**src/rtl/led_pkg.sv**
```systemverilog
// Shared types and helpers for the multi-channel LED driver.
package led_pkg;

  typedef enum logic [1:0] {
    LED_OFF     = 2'd0,
    LED_ON      = 2'd1,
    LED_BLINK   = 2'd2,
    LED_ONESHOT = 2'd3
  } ledMode_t;

  // A zero half-period would never terminate a count; it is treated as one tick.
  function automatic logic [31:0] effHalf(input logic [31:0] half);
    return (half == 32'd0) ? 32'd1 : half;
  endfunction

endpackage

```
**src/rtl/tick_gen.sv**
```systemverilog
// Prescaler: emits a registered one-cycle pulse every DIV clocks.
// The first pulse appears DIV cycles after reset release.
module tick_gen #(
  parameter int unsigned DIV = 10
) (
  input  logic clk_i,
  input  logic rst_ni,
  output logic tick_o
);

  localparam int unsigned CNT_W = (DIV > 1) ? $clog2(DIV) : 1;
  localparam logic [CNT_W-1:0] LAST = CNT_W'(DIV - 1);

  if (DIV < 2) begin : g_bad_div
    $error("tick_gen: DIV must be >= 2");
  end

  logic [CNT_W-1:0] cnt_q, cnt_d;
  logic             tick_q, tick_d;

  // Next count wraps after the terminal value; the pulse marks that wrap.
  always_comb begin
    cnt_d  = (cnt_q == LAST) ? '0 : cnt_q + CNT_W'(1);
    tick_d = (cnt_q == LAST);
  end

  // Prescaler state and registered pulse.
  always_ff @(posedge clk_i or negedge rst_ni) begin
    if (!rst_ni) begin
      cnt_q  <= '0;
      tick_q <= 1'b0;
    end else begin
      cnt_q  <= cnt_d;
      tick_q <= tick_d;
    end
  end

  assign tick_o = tick_q;

endmodule

```
**src/rtl/led_blinker.sv**
```systemverilog
// Multi-channel LED driver: per-channel mode (off/on/blink/one-shot),
// half-period in timebase ticks and PWM brightness. A shared prescaler
// supplies the tick and a shared free-running counter the PWM base.
//
// Config interface: cfgWe is a single-cycle strobe with no back-pressure;
// every strobe with a legal cfgCh is accepted on the edge it is sampled.
// A write to a channel in the same cycle as a tick wins over the tick for
// that channel only. dbg_mode_o exposes each channel's mode state.
module led_blinker
  import led_pkg::*;
#(
  parameter int unsigned CLK_HZ   = 100_000_000,
  parameter int unsigned TICK_HZ  = 1000,
  parameter int unsigned CHANNELS = 4,
  parameter int unsigned PERIOD_W = 16,
  parameter int unsigned PWM_W    = 8
) (
  input  logic                                               sysClk,
  input  logic                                               rstN,
  input  logic                                               cfgWe,
  input  logic [((CHANNELS > 1) ? $clog2(CHANNELS) : 1)-1:0] cfgCh,
  input  logic [1:0]                                         cfgMode,
  input  logic [PERIOD_W-1:0]                                cfgHalf,
  input  logic [PWM_W-1:0]                                   cfgDuty,
  output logic [CHANNELS-1:0]                                led,
  output logic                                               tick,
  output logic [2*CHANNELS-1:0]                              dbg_mode_o
);

  localparam int unsigned DIV  = CLK_HZ / TICK_HZ;
  localparam int unsigned CH_W = (CHANNELS > 1) ? $clog2(CHANNELS) : 1;

  if (DIV < 2) begin : g_bad_div
    $error("led_blinker: CLK_HZ/TICK_HZ must be >= 2");
  end
  if (CHANNELS < 1) begin : g_bad_ch
    $error("led_blinker: CHANNELS must be >= 1");
  end

  // Per-channel state; widths depend on the module parameters.
  typedef struct packed {
    ledMode_t            mode;
    logic                phase;
    logic [PERIOD_W-1:0] cnt;
    logic [PERIOD_W-1:0] half;
    logic [PWM_W-1:0]    duty;
  } ledChan_t;

  logic             tick_w;
  logic [PWM_W-1:0] pwm_cnt_q, pwm_cnt_d;

  tick_gen #(
    .DIV (DIV)
  ) u_tick_gen (
    .clk_i  (sysClk),
    .rst_ni (rstN),
    .tick_o (tick_w)
  );

  assign tick = tick_w;

  // PWM base counter wraps naturally at 2^PWM_W.
  always_comb pwm_cnt_d = pwm_cnt_q + PWM_W'(1);

  // Free-running PWM base register.
  always_ff @(posedge sysClk or negedge rstN) begin
    if (!rstN) pwm_cnt_q <= '0;
    else       pwm_cnt_q <= pwm_cnt_d;
  end

  for (genvar i = 0; i < CHANNELS; i++) begin : g_chan
    ledChan_t            ch_q, ch_d;
    ledMode_t            wr_mode;
    logic                wr_hit;
    logic                pwm_on;
    logic                led_q, led_d;
    logic [PERIOD_W-1:0] last_cnt;

    assign wr_mode  = ledMode_t'(cfgMode);
    // Out-of-range channel numbers match no channel, so such writes drop.
    assign wr_hit   = cfgWe && (cfgCh == CH_W'(i));
    assign last_cnt = PERIOD_W'(effHalf(32'(ch_q.half))) - PERIOD_W'(1);
    // All-ones duty is fully on; otherwise lit while the base is below duty.
    assign pwm_on   = (&ch_q.duty) || (pwm_cnt_q < ch_q.duty);
    assign led_d    = ch_q.phase & pwm_on;

    // Channel next state: a write restarts the channel and masks the tick.
    always_comb begin
      ch_d = ch_q;
      if (wr_hit) begin
        ch_d.mode  = wr_mode;
        ch_d.half  = cfgHalf;
        ch_d.duty  = cfgDuty;
        ch_d.cnt   = '0;
        ch_d.phase = (wr_mode != LED_OFF);
      end else if (tick_w) begin
        case (ch_q.mode)
          LED_BLINK: begin
            if (ch_q.cnt == last_cnt) begin
              ch_d.cnt   = '0;
              ch_d.phase = ~ch_q.phase;
            end else begin
              ch_d.cnt = ch_q.cnt + PERIOD_W'(1);
            end
          end
          LED_ONESHOT: begin
            if (ch_q.cnt == last_cnt) begin
              ch_d.cnt   = '0;
              ch_d.phase = 1'b0;
              ch_d.mode  = LED_OFF;
            end else begin
              ch_d.cnt = ch_q.cnt + PERIOD_W'(1);
            end
          end
          default: begin
            ch_d.cnt = '0;
          end
        endcase
      end
    end

    // Channel state and registered LED drive.
    always_ff @(posedge sysClk or negedge rstN) begin
      if (!rstN) begin
        ch_q  <= '0;
        led_q <= 1'b0;
      end else begin
        ch_q  <= ch_d;
        led_q <= led_d;
      end
    end

    assign led[i]              = led_q;
    assign dbg_mode_o[2*i +: 2] = ch_q.mode;
  end

endmodule
```
**config.mk**
```make
export PLATFORM = sky130hd
export DESIGN_NAME = led_blinker
export DESIGN_NICKNAME = d
export VERILOG_FILES = /design/src/rtl/led_pkg.sv /design/src/rtl/tick_gen.sv /design/src/rtl/led_blinker.sv
export SDC_FILE = /design/constraint.sdc
export NUM_CORES = 1
export LEC_CHECK = 0
export CAP_MARGIN = 20
export CELL_PAD_IN_SITES_DETAIL_PLACEMENT = 0
export CELL_PAD_IN_SITES_GLOBAL_PLACEMENT = 1
export CORE_MARGIN = 8
export CORE_UTILIZATION = 53
export CTS_BUF_LIST = sky130_fd_sc_hd__clkbuf_2
export CTS_CLUSTER_SIZE = 25
export DETAILED_ROUTE_END_ITERATION = 10
export PLACE_DENSITY = 0.91
export RECOVER_POWER = 50
export SETUP_SLACK_MARGIN = 0.4
export SLEW_MARGIN = 20
export SYNTH_ARGS = -nofsm -noshare
export SYNTH_HDL_FRONTEND = slang
export SYNTH_HIERARCHICAL = 1
export SYNTH_SLANG_ARGS = --single-unit
```
**constraint.sdc**
```tcl
create_clock -name sysClk -period 9.5 [get_ports sysClk]
set_clock_uncertainty 0.05 [all_clocks]
set_input_delay 1.9 -clock sysClk [delete_from_list [all_inputs] [get_ports sysClk]]
set_output_delay 1.9 -clock sysClk [all_outputs]
set_load 0.1 [all_outputs]
```
==> impl_metrics.ini, run 1 <==
[outcome]
violations = capacitance limit, slew limit
status = finished, violations left

[timing]
tightest_slew_ns = 2.975
final_max_slew_viol_count = 219
hold_viol = 0
period_share = 0.4964
max_clock_freq_ghz = 0.2120
rsz0062_at_grt = no
min_period_ns = 4.716
fin_setup_tns_ns = 0
finalSetupViolations = 0
slew_headroom = -0.9835

[clock_network]
cts-buffers-inserted = 52
clockBufferDepth = 3
htreeDepth = 2
clock_sinks = 202
clk_pin_slew_ns = 0.10
postCtsHoldBufs = 0
cts_tree = built
clock_latency_ns = 0.82
cts_root_buf = clkbuf_2
ctsResizeCount = 0
cts_setup_buffers = 0

[global_route]
antenna_found_initial = 1
grt_pass1_wl_mm = 51.78
grt.total_usage = 0.2212
grt_max_degree = 77
grt_pass1_vias = 10040
grt-ovfl-total = 0

[setup_path]
cp-start-kind = input pin
crit_path_cell_trace = dlygate4sd3_1, nor3b_1, clkbuf_1, nor2_1, buf_4, or4_1, a21oi_1, a21o_1
cp.required_ns = 10.21
critPathTopFamily = buffers and inverters
arrival_ns = 5.43
critPathMaxStageDelay_ns = 1.47
crit_path_max_fanout = 42
criticalPathCategory = in -> reg
slowest_stage = clkbuf_1
end_kind = register
path_buf_inv = 3

[synthesis]
postSynthAreaPerCell_um2 = 8.700
synth-warning-count = 6
yosysUniqueCellTypes = 81
ys_seq_area_frac = 0.4112
async_reset_ff_frac = 1.000
synth_nets = 1482
synth_ff_type = dfrtp_1
synth_edf_count = 0
netlist_top_cells_area = dfrtp_1, nand2_1, ha_1, xnor2_1, o21ai_0
ys_seq_elements = 202
synth_cells = 1413
synth_top_area_share = 0.4112
yosysTopAreaCell = dfrtp_1
synthesis.area_mm2 = 0.01229

[route]
via_per_inst = 5.945
met2WireLength_mm = 14.29
firstDrtPassIters = 6
avgRoutedWirePerCell_um = 17.63
final_antenna_net_count = 0
vias = 10480
met3WireLength_mm = 1.631
route.detailed.drc = 0
routedLengthMet1_mm = 14.44
drtIter0Drc = 775
top_layer_used = met4
wl_mm = 31.07

[final_layout]
drive_gt1_frac = 0.08943
fin_util = 0.5808
final_nets = 1511
fill_cells = 2064
area_delta_synth_final_pct = 7.288

[placement]
port_buffers = 43
hpwlAfterDp_mm = 21.28
gp_congestion = 0.8937

[die]
die_x_um = 168.3
die_area_mm2 = 0.02832
io_pins = 44
start_util = 0.5413
die_h_um = 168.3
core-area_mm2 = 0.02271
rows = 55

[power_and_ir_drop]
p_leak_nw = 5.782
p_per_area_mw_per_mm2 = 166.2
max-vdd-ir-drop_mv = 0.09397

[hold_path]
min_path_type = reg -> reg

[flow_run]
drv_cap = 5
final cells by class:
type / instances / area, um2 / area share
multi-input cells: 1071 / 6636 / 0.5032
flip-flops and latches: 202 / 5055 / 0.3833
repair buffers: 53 / 484.2 / 0.03671
clock buffers: 73 / 365.4 / 0.02770
well taps: 285 / 356.6 / 0.02704
inverters: 62 / 232.7 / 0.01765
clock inverters: 15 / 56.30 / 0.004269
diodes: 1 / 2.502 / 0.0001897
registers in the layout (all words and copies together), names as in the netlist:
name,count
g_chan.led_q,4
g_chan.ch_q,164
u_tick_gen/cnt_q,17
pwm_cnt_q,8
u_tick_gen/tick_o,1
dbg_mode_o,8
cells in the final DEF, fill, tap and decap left out, drive strengths merged, types with 6 or more instances in the layout:
master	n
nor3	47
or3	23
nand3b	7
nor3b	15
nor2b	7
nand4	33
ha	38
o31ai	16
a211o	6
clkinv	13
xnor2	53
a31oi	27
o22ai	9
buf	6
xor2	39
clkdlybuf4s50	40
dfrtp	202
inv	64
o311ai	9
nand2	273
or2	15
mux2i	15
o21ai	70
nand3	63
o211ai	7
mux2	19
a21oi	24
a211oi	6
nor4	20
and4	6
or4	20
nor2	66
a21o	26
clkbuf	78
nand2b	17
and3	27
per-layer routing:
metal	up-vias	track usage
li1	5112	-
met1	5047	0.3014
met2	261	0.3539
met3	55	0.03999
met4	0	0.06677
met5	-	0
power by group:
group	switching (mW)	internal, mW
Sequential	0.130	0.953
Clock	0.364	0.205
Combinational	0.327	0.214
Total	0.821	1.37
worst paths after layout:
kind / from / end / slack, ns / cells past startpoint
max: cfgCh[1] / g_chan[0].ch_q[30]$_DFFE_PN0P_ / 4.78 / 8
min: u_tick_gen/cnt_q[8]$_DFF_PN0_ / u_tick_gen/cnt_q[8]$_DFF_PN0_ / 0.45 / 1
max reg2reg: g_chan[0].ch_q[8]$_DFFE_PN0P_ / g_chan[0].ch_q[36]$_DFFE_PN0P_ / 4.87 / 12
min reg2reg: u_tick_gen/cnt_q[8]$_DFF_PN0_ / u_tick_gen/cnt_q[8]$_DFF_PN0_ / 0.45 / 1
max in group asynchronous: rstN / g_chan[3].ch_q[35]$_DFFE_PN0P_ / 5.15 / 2
min in group asynchronous: rstN / g_chan[2].ch_q[16]$_DFFE_PN0P_ / 1.99 / 1
cell usage after synthesis (7+ instances only):
cell type / n
a21o_1: 26
a21oi_1: 24
a31oi_1: 26
and3_1: 27
buf_4: 12
clkbuf_1: 54
dfrtp_1: 202
ha_1: 38
inv_1: 62
mux2_2: 19
mux2i_1: 15
nand2_1: 273
nand2b_1: 17
nand3_1: 63
nand3b_1: 7
nand4_1: 32
nor2_1: 66
nor2b_1: 7
nor3_1: 46
nor3b_1: 15
nor4_1: 19
o211ai_1: 7
o21ai_0: 69
o22ai_1: 9
o31ai_1: 15
or2_2: 15
or3_1: 23
or4_1: 18
xnor2_1: 53
xor2_1: 39
logic make-up (layout without fill, tap and decap cells):
logic type               Yosys count  after routing  synth area share
other                              0              1                 0
flip-flops                       202            202            0.4112
multiplexers                      34             34           0.02962
buffers and inverters            140            203           0.04804
adder cells (fa/ha/maj)           38             38           0.03868
AO/OA/AOI/OAI                    250            250            0.1409
AND/OR/NAND/NOR                  657            657            0.2661
XOR/XNOR                          92             92           0.06555
stage by stage:
step / hold WS, ns / setup slack (ns) / cell area, um2 / instances / power [mW]
after floorplan: 0.4046 / 5.652 / 12290 / 1413 / 1.488
after global placement: 0.4304 / 4.946 / 12810 / 1673 / 1.624
after detailed placement: 0.4333 / 4.827 / 12810 / 1673 / 1.635
after CTS: 0.4530 / 4.763 / 13230 / 1761 / 2.212
after global routing: 0.4790 / 4.461 / 13190 / 1762 / 2.329
final: 0.4455 / 4.784 / 13190 / 1762 / 2.192
(Power assumes the default switching activity.)
==> inputs of run 2 (changes only) <==
--- a/config.mk
+++ b/config.mk
@@ -9,11 +9,11 @@
 export CELL_PAD_IN_SITES_DETAIL_PLACEMENT = 0
 export CELL_PAD_IN_SITES_GLOBAL_PLACEMENT = 1
 export CORE_MARGIN = 8
-export CORE_UTILIZATION = 53
+export CORE_UTILIZATION = 49
 export CTS_BUF_LIST = sky130_fd_sc_hd__clkbuf_2
 export CTS_CLUSTER_SIZE = 25
 export DETAILED_ROUTE_END_ITERATION = 10
-export PLACE_DENSITY = 0.91
+export PLACE_DENSITY = 0.85
 export RECOVER_POWER = 50
 export SETUP_SLACK_MARGIN = 0.4
 export SLEW_MARGIN = 20
==> constraint.sdc (replaced) <==
create_clock -name sysClk -period 4.5 [get_ports sysClk]
set_clock_uncertainty 0.05 [all_clocks]
set_input_delay 0.9 -clock sysClk [delete_from_list [all_inputs] [get_ports sysClk]]
set_output_delay 0.9 -clock sysClk [all_outputs]
set_load 0.1 [all_outputs]
==> run 2 against run 1 <==
The run still ends with capacitance limit, slew limit left. Sequential cell count unchanged. Final area increased by 2.6%. Sequential share of layout area decreased by 0.98 points. Final cell count is 4.1% higher. Non-clock buffer count is 15 higher. Utilization shrank 3.7 points. Combinational power is 120% higher. Power is 120% higher. Largest cell class unchanged.
==> impl_metrics.ini, run 2 (same netlist as run 1, synthesis figures left out) <==
[outcome]
status = finished, violations left
violations = capacitance limit, slew limit

[timing]
min_period_ns = 3.816
slew_headroom = -0.5910
finalSetupViolations = 0
whs_ns = 0.4414
period_share = 0.8480
tightest_slew_ns = 2.387
rsz0062_at_grt = no
fin_setup_tns_ns = 0
hold_viol = 0
final_max_slew_viol_count = 124
max_clock_freq_ghz = 0.2621

[power_and_ir_drop]
p_leak_nw = 5.932
pwr-share-seq = 0.474
switching_share = 0.3715
intPower_mw = 3.030
pwr-share-comb = 0.245
power_switching_mw = 1.791
p_clk_frac = 0.281
p_per_area_mw_per_mm2 = 356.2
max-vdd-ir-drop_mv = 0.2216

[clock_network]
postCtsHoldBufs = 0
cts-buffers-inserted = 57
cts_root_buf = clkbuf_2
htreeDepth = 2
clockBufferDepth = 3
clock_sinks = 202
cts_tree = built
clock_latency_ns = 0.85
clk_pin_slew_ns = 0.09

[die]
core-area_mm2 = 0.02489
start_util = 0.4939
die_h_um = 174.4
die_area_mm2 = 0.03041
io_pins = 44
rows = 58
die_x_um = 174.4

[final_layout]
final_nets = 1531
area_delta_synth_final_pct = 10.12
stdcell_area_mm2 = 0.01354
fill_cells = 2344
layout_common_cells = nand2_1, dfrtp_1, clkbuf_2
largest_register_ffs = 164
layout_commonest_cell = nand2_1
largestRegisters = g_chan.ch_q x164, u_tick_gen/cnt_q x17
regMostFlops = g_chan.ch_q
drive_gt1_frac = 0.1138

[route]
drtIter0Drc = 880
vias = 10540
avgRoutedWirePerCell_um = 17.66
firstDrtPassIters = 5
route.detailed.drc = 0
wl_mm = 32.39
via_per_inst = 5.745
final_antenna_net_count = 0

[placement]
gp_congestion = 0.8697
hpwlAfterDp_mm = 22.44
place_area_mm2 = 0.01298
port_buffers = 43

[global_route]
grt.total_usage = 0.2114
grt_pass1_wl_mm = 52.88
grt_max_degree = 96
grt-ovfl-total = 0
antenna_found_initial = 2
grt_pass1_vias = 10080

[setup_path]
end_kind = register
cp.required_ns = 5.14
criticalPathCategory = reg -> reg
arrival_ns = 4.45
cp-start-kind = register
crit_path_max_fanout = 12

[hold_path]
min_path_type = reg -> reg

[flow_run]
drv_cap = 2
==> run 2: cell count changes in the layout (fill, tap and decap cells not counted), moves of 3 or more <==
cell / before / now
buf_4: 6 / 21
clkbuf_2: 73 / 84
clkinv_1: 13 / 17
clkbuf_1: 5 / 2
==> run 2: critical path, stage by stage (launching register included) <==
cell and delay [ns]:
dfrtp_1 0.50, or4_4 0.21, nor3_1 0.08, a31oi_1 0.20
ha_1 0.22, nor3b_4 0.29, or4b_4 0.52, or4_1 0.43
a22oi_2 0.17, nand4_2 0.20, o31ai_4 0.33, buf_12 0.17
nor3b_1 0.05, a221o_1 0.26
==> run 2: routing by layer <==
| layer | GRT usage | up-vias | routed length [um] |
|---|---|---|---|
| li1 | - | 5156 | - |
| met1 | 0.2895 | 5068 | 15410 |
| met5 | 0.01498 | - | 52 |
| met2 | 0.3309 | 239 | 14640 |
| met4 | 0.08016 | 2 | 996 |
| met3 | 0.03233 | 71 | 1289 |
==> run 2: power by group through the flow <==
stage	sequential [mW]	clock [mW]	combinational (mW)
floorplan	2.20	0	0.945
global placement	2.31	0	1.15
detailed placement	2.31	0	1.16
CTS	2.28	1.40	1.17
global route	2.32	1.50	1.31
finish	2.28	1.36	1.18
==> run 2: area by class of cell <==
type | count | area, um2 | share of cell area
multi-input combinational | 1071 | 6714 | 0.4960
sequential | 202 | 5055 | 0.3734
timing repair buffer | 68 | 615.6 | 0.04548
tap | 330 | 412.9 | 0.03050
clock buffer | 82 | 410.4 | 0.03032
inverter | 62 | 232.7 | 0.01719
clock inverter | 18 | 93.84 | 0.006932
antenna | 1 | 2.502 | 0.0001849
==> run 2: final timing paths <==
check                      slack [ns]                           start                             end  cells past startpoint
max                              0.68  g_chan[0].ch_q[12]$_DFFE_PN0P_  g_chan[0].ch_q[34]$_DFFE_PN0P_                     13
min                              0.44   u_tick_gen/cnt_q[0]$_DFF_PN0_   u_tick_gen/cnt_q[0]$_DFF_PN0_                      1
max reg2reg                      0.68  g_chan[0].ch_q[12]$_DFFE_PN0P_  g_chan[0].ch_q[34]$_DFFE_PN0P_                     13
min reg2reg                      0.44   u_tick_gen/cnt_q[0]$_DFF_PN0_   u_tick_gen/cnt_q[0]$_DFF_PN0_                      1
max in group asynchronous        1.16                            rstN  g_chan[0].ch_q[34]$_DFFE_PN0P_                      2
min in group asynchronous        0.67                            rstN  g_chan[2].ch_q[17]$_DFFE_PN0P_                      1
==> run 2: timing repair <==
action | CTS | global route
endpoints found under the setup margin | 15 | 64
resized for setup | 1 | 12
setup buffers | 0 | 2
pin swaps | 0 | 2
==> run 2: through the flow <==
stage               cells  worst slack, ns  utilization  power (mW)
floorplan            1413           0.6518            -       3.142
CTS                  1831           0.5061       0.5418       4.852
global placement     1731           0.3686       0.5214       3.452
detailed placement   1731           0.2928       0.5214       3.474
finish               1834           0.6840       0.5438       4.821
global route         1834           0.4380       0.5438       5.130
